File: config.mk
export PLATFORM = sky130hd
export DESIGN_NAME = lif_neuron_bank
export DESIGN_NICKNAME = d
export VERILOG_FILES = /design/src/rtl/lif_neuron_bank.sv
export SDC_FILE = /design/constraint.sdc
export NUM_CORES = 1
export LEC_CHECK = 0
export BUFFER_PORTS_ARGS = -buffer_cell sky130_fd_sc_hd__buf_2
export CORE_MARGIN = 2
export CORE_UTILIZATION = 30
export DETAILED_ROUTE_END_ITERATION = 7
export SETUP_SLACK_MARGIN = 0.02
export SLEW_MARGIN = 20
export SYNTH_ARGS = -nofsm -noshare
export SYNTH_HDL_FRONTEND = slang
export SYNTH_SLANG_ARGS = --single-unit
File: constraint.sdc
create_clock -name clk -period 5.8 [get_ports clk]
set_input_delay 0.58 -clock clk [delete_from_list [all_inputs] [get_ports clk]]
set_output_delay 0.58 -clock clk [all_outputs]
set_load 0.02 [all_outputs]
File: src/rtl/lif_neuron_bank.sv
// lif_neuron_bank: N independent leaky integrate-and-fire neurons that share one
// timestep strobe. Each channel integrates its own unsigned input current, leaks
// (a constant or a fraction of the voltage), fires when the updated voltage reaches
// VTH, resets (to zero or subtractively), then ignores input for REFRAC steps.
// A saturating bank-wide counter totals the spikes emitted.
module lif_neuron_bank #(
  parameter int N          = 4,
  parameter int IW         = 8,
  parameter int VW         = 12,
  parameter int VTH        = 200,
  parameter int LEAK_MODE  = 0,
  parameter int LEAK       = 5,
  parameter int LEAK_SHIFT = 3,
  parameter int RESET_MODE = 0,
  parameter int REFRAC     = 2,
  parameter int CW         = 16
) (
  input  logic             clk,
  input  logic             reset_n,
  input  logic             step,
  input  logic [N*IW-1:0]  current,
  input  logic             cnt_clr,
  output logic [N-1:0]     spike,
  output logic [N*VW-1:0]  voltage,
  output logic [N-1:0]     refractory,
  output logic [CW-1:0]    spike_count
);

  // Refractory counter width, popcount width and the widened sum for saturation.
  localparam int RW = (REFRAC < 2) ? 1 : $clog2(REFRAC + 1);
  localparam int PW = $clog2(N + 1);
  localparam int SW = CW + PW + 1;

  localparam logic [VW-1:0] VTH_V   = VW'(VTH);
  localparam logic [CW-1:0] CNT_MAX = '1;

  typedef enum logic [1:0] {
    S_IDLE   = 2'd0,
    S_INTEG  = 2'd1,
    S_REFRAC = 2'd2
  } state_e;

  // A threshold the voltage register can never hold would make the neuron mute.
  if (VTH >= (1 << VW)) begin : g_vth_check
    $error("lif_neuron_bank: VTH must be below 2**VW");
  end

  // Per-channel fire decision for the current edge; feeds the spike counter.
  logic [N-1:0] fire_now;

  for (genvar k = 0; k < N; k++) begin : g_ch
    state_e          state_q;
    logic [VW-1:0]   v_q;
    logic [RW-1:0]   cnt_q;
    logic            spike_q;
    logic            refrac_q;

    logic [IW-1:0]   i_k;
    logic [VW:0]     s_w;
    logic [VW:0]     l_w;
    logic [VW:0]     d_w;
    logic [VW-1:0]   v_new;
    logic [VW-1:0]   v_fired;
    logic            active;

    assign i_k = current[k*IW +: IW];

    // Integrate-and-leak arithmetic: clamp at zero, saturate at the top of VW.
    always_comb begin
      // NOTE: every signal is assigned on every pass through this block, so
      // no path leaves a value remembered and no latch is inferred.
      s_w     = {1'b0, v_q} + (VW+1)'(i_k);
      l_w     = (LEAK_MODE == 0) ? (VW+1)'(LEAK) : {1'b0, v_q >> LEAK_SHIFT};
      d_w     = s_w - l_w;
      v_new   = (s_w < l_w) ? '0 : (d_w[VW] ? '1 : d_w[VW-1:0]);
      v_fired = (RESET_MODE != 0) ? (v_new - VTH_V) : '0;
      // An idle channel wakes only on non-zero input; refractory ignores input.
      active  = step && ((state_q == S_INTEG) ||
                         ((state_q == S_IDLE) && (i_k != '0)));
    end

    assign fire_now[k] = active && (v_new >= VTH_V);

    // Channel FSM: IDLE/INTEG integrate, firing is a transition into REFRAC.
    always_ff @(posedge clk or negedge reset_n) begin
      // NOTE: every register here, including the refractory counter, takes the
      // asynchronous reset; there is no memory array that could hold stale state.
      if (!reset_n) begin
        state_q  <= S_IDLE;
        v_q      <= '0;
        cnt_q    <= '0;
        spike_q  <= 1'b0;
        refrac_q <= 1'b0;
      end else begin
        // NOTE: non-blocking assignments so every register sees pre-edge values
        // regardless of statement order.
        spike_q <= fire_now[k];
        if (step) begin
          unique case (state_q)
            S_REFRAC: begin
              if (cnt_q == RW'(1)) begin
                state_q  <= S_INTEG;
                refrac_q <= 1'b0;
                cnt_q    <= '0;
              end else begin
                cnt_q <= cnt_q - RW'(1);
              end
            end
            default: begin
              if (active) begin
                if (fire_now[k]) begin
                  v_q <= v_fired;
                  if (REFRAC > 0) begin
                    state_q  <= S_REFRAC;
                    refrac_q <= 1'b1;
                    cnt_q    <= RW'(REFRAC);
                  end else begin
                    state_q <= S_INTEG;
                  end
                end else begin
                  v_q     <= v_new;
                  state_q <= ((v_new == '0) && (i_k == '0)) ? S_IDLE : S_INTEG;
                end
              end
            end
          endcase
        end
      end
    end

    assign spike[k]               = spike_q;
    assign voltage[k*VW +: VW]    = v_q;
    assign refractory[k]          = refrac_q;
  end

  logic [PW-1:0] pop;
  logic [SW-1:0] sum_w;
  logic [CW-1:0] count_q;
  logic [CW-1:0] count_d;

  // Spikes emitted this edge, added to (or replacing) the running total, saturating.
  always_comb begin
    pop = '0;
    for (int k = 0; k < N; k++) begin
      pop = pop + PW'(fire_now[k]);
    end
    sum_w   = (cnt_clr ? '0 : SW'(count_q)) + SW'(pop);
    count_d = (sum_w > SW'(CNT_MAX)) ? CNT_MAX : sum_w[CW-1:0];
  end

  // Bank-wide spike counter register.
  always_ff @(posedge clk or negedge reset_n) begin
    if (!reset_n) begin
      count_q <= '0;
    end else begin
      count_q <= count_d;
    end
  end

  assign spike_count = count_q;

endmodule
==> results by group <==
STA
  • Final Setup Violations: 0
  • Max Slew Vio Count: 0
  • Final setup margin: 389 ps
  • TNS Setup: 0 ps
  • Final worst path period need: 5410 ps
  • Hold WS: 176 ps
  • Max-slew headroom: 41.0%
  • Final Cycle Share: 93.3%
  • Worst Tran Pin Value: 875 ps
  • Fin Clk Skew: 8.87 ps
  • Endpoints failing hold: 0
  • RSZ-0062 raised after global routing: false
  • Achievable Freq: 185 MHz

Placed design
  • Placer Congestion: 0.871
  • Hpwl dp: 14100 um
  • Pre-CTS setup slack: 10.9 ps
  • IO buf count: 107

Power and ir drop
  • VDD IR max: 0.250 mV
  • P_leak: 4.02 nW
  • Pwr/cell area: 500 nW/um^2
  • Power Total: 4.33 mW

Logic synthesis
  • Synth Flop Type: dfrtp_1
  • Seq cells post-synth: 88
  • Sequential-to-total area share from yosys stat: 30.6%
  • Syn avg cell area: 8.52 sq um
  • Post-Syn Nets: 933
  • Ys async rst share: 100%
  • Distinct cells, synth: 79
  • Post-synth EDFFs: 0
  • Synth Warn #: 0
  • Cell area after synthesis: 7210 sq um
  • Gate count of the mapped netlist: 846

Cells and area
  • Multi-input logic area: 4780 sq um
  • Final core occ: 36.8%
  • Nets: 1063
  • Area delta synth->final: 20.1%
  • Ant diodes: 0
  • Register Area: 2200 sq um
  • Share of cells above drive strength 1: 20.6%
  • Fill cell count: 2471

Routing
  • Initial drt markers: 291
  • Residual DRC: 0
  • Via-to-Cell Ratio: 5.01
  • WL final: 18100 um
  • Pre-Repair DR Iteration Count: 4
  • Via Count: 6517
  • Final ANT Viol Nets: 0
  • Routed len/inst: 13.9 um

Die
  • Die height: 159 um
  • Placeable Area: 23500 sq um
  • Row cnt: 56
  • Die Area: 25300 sq um
  • # IOs: 108
  • Starting density of the core: 30.6%
  • Chip width: 159 um

Global route
  • Largest net degree at the start of global routing: 56
  • Total track usage: 14.3%
  • GRT overflow: 0
  • Antenna violations before repair: 0
  • Vias in the first global route: 6143
  • First-pass GRT wire length: 30600 um

Clocking
  • Maximum clock insertion buffer count: 2
  • H-tree Lvls: 3
  • CTS buffer count: 9
  • Clock sink count: 88
  • Post-CTS Setup Inserts: 0
  • CTS tree: done
  • CTS Hold Buffers Added: 0
  • Worst-path clk slew: 70 ps
  • Root Driver: clkbuf_16
  • Worst-skew pair later-pin latency: 340 ps

Flow run
  • Max_cap viols: 0

Critical path
  • Worst Setup SP: g_ch[1].v_q[0]
  • Nature of the critical path endpoint: flip-flop
  • Startpoint types: flip-flop
  • Worst EP required: 6010 ps
  • Setup Crit Path Kind: reg2reg
  • Worst-path maximum fanout: 14
  • Arr. time, crit path: 5620 ps
  • FF-to-FF Start: g_ch[1].v_q[0]

Run status
  • Status: completed

Min path
  • Min-delay worst type: in2async
[power by group]
part	switching [mW]	internal (mW)	total, mW
Sequential	0.148	0.778	0.926
Clock	0.257	0.308	0.566
Combinational	1.63	1.21	2.84
[critical path: stages (launching register included)]
cell	delay, ps
dfrtp_1	390
ha_1	210
inv_1	70
fa_1	410
nand2b_1	180
nand2b_1	90
o21ai_0	90
a2111o_1	430
or3_4	340
a211o_1	230
a211o_1	320
a311oi_2	270
o22ai_2	190
fa_1	530
fa_2	390
fa_2	350
nor3b_4	170
nand4_1	130
nor2_2	70
nand4b_1	140
buf_12	150
o21ai_0	90
[logic make-up (layout without fill, tap and decap cells)]
logic type	after synthesis	after routing	share of synthesized area, %
and+or+nand+nor	344	344	25.3
AOI/OAI and AO/OA	222	222	21.3
DFF	88	88	30.6
buffers and inverters	67	202	3.98
xor gates and xnor gates	65	65	8.00
adders and majority gates	51	51	9.58
muxes	9	9	1.28
[layout by cell type (no fill, tap or decap), drive strengths merged, types with 14 or more instances in the layout]
cell type / n
a21o: 15
a21oi: 36
and2: 23
buf: 145
dfrtp: 88
ha: 44
inv: 45
nand2: 81
nand2b: 14
nand3: 28
nor2: 65
nor2b: 28
nor3: 25
nor4: 18
o21ai: 70
xnor2: 38
xor2: 27
[layout make-up]
class	count	share of cell area, %
inverter	41	1.78
timing repair buffer	145	9.65
tap	319	4.61
multi-input combinational	691	55.2
sequential	88	25.4
clock inverter	6	0.564
clock buffer	10	2.76
[synthesized netlist by cell type (all sizes together), types with 13 or more instances]
master	instances	share of area, %
dfrtp	88	31
nand2	81	4.2
o21ai	70	4.9
nor2	65	3.4
ha	44	7.6
inv	41	2.1
xnor2	38	4.7
a21oi	36	2.6
nand3	28	2.0
nor2b	28	2.4
xor2	27	3.3
nor3	25	2.0
and2	23	2.0
nor4	18	1.7
a21o	15	1.6
nand2b	14	1.2
buf	13	1.2
clkbuf	13	0.68
[flip-flops by register name, summed over array words and instances, names as in the netlist]
| register | flops |
|---|---|
| g_ch.refrac_q | 4 |
| g_ch.state_q | 8 |
| g_ch.cnt_q | 8 |
| spike_count | 16 |
| g_ch.spike_q | 4 |
| g_ch.v_q | 48 |
[per-layer routing]
layer / global-route usage (%) / part of all wire, % / vias to the layer above
met2: 22.1 / 45 / 112
li1: - / - / 3332
met3: 2.40 / 3.1 / 15
met1: 20.7 / 51 / 3058
met4: 3.80 / 0.83 / 0
met5: 0 / 0 / -
[what timing repair did]
item	in CTS	in global routing
setup endpoints to repair	0	14
gates resized for setup	0	5
hold endpoints to repair	0	0
[metrics by stage]
stage	cells	cell area, sq um
floorplan	846	7250
global placement	1284	8350
detailed placement	1284	8350
CTS	1300	8640
global route	1300	8660
finish	1300	8660
[worst paths after layout]
path,endpoint,slack [ps],cells past startpoint
worst max-delay path,spike_count[3],390,21
worst min-delay path,spike_count[9],180,1
worst max register to register,spike_count[3],390,21
worst min register to register,g_ch[1].refrac_q,480,1
max in group asynchronous,g_ch[2].v_q[10],4540,2
min in group clk,g_ch[1].refrac_q,480,1
(Power assumes the default switching activity.)
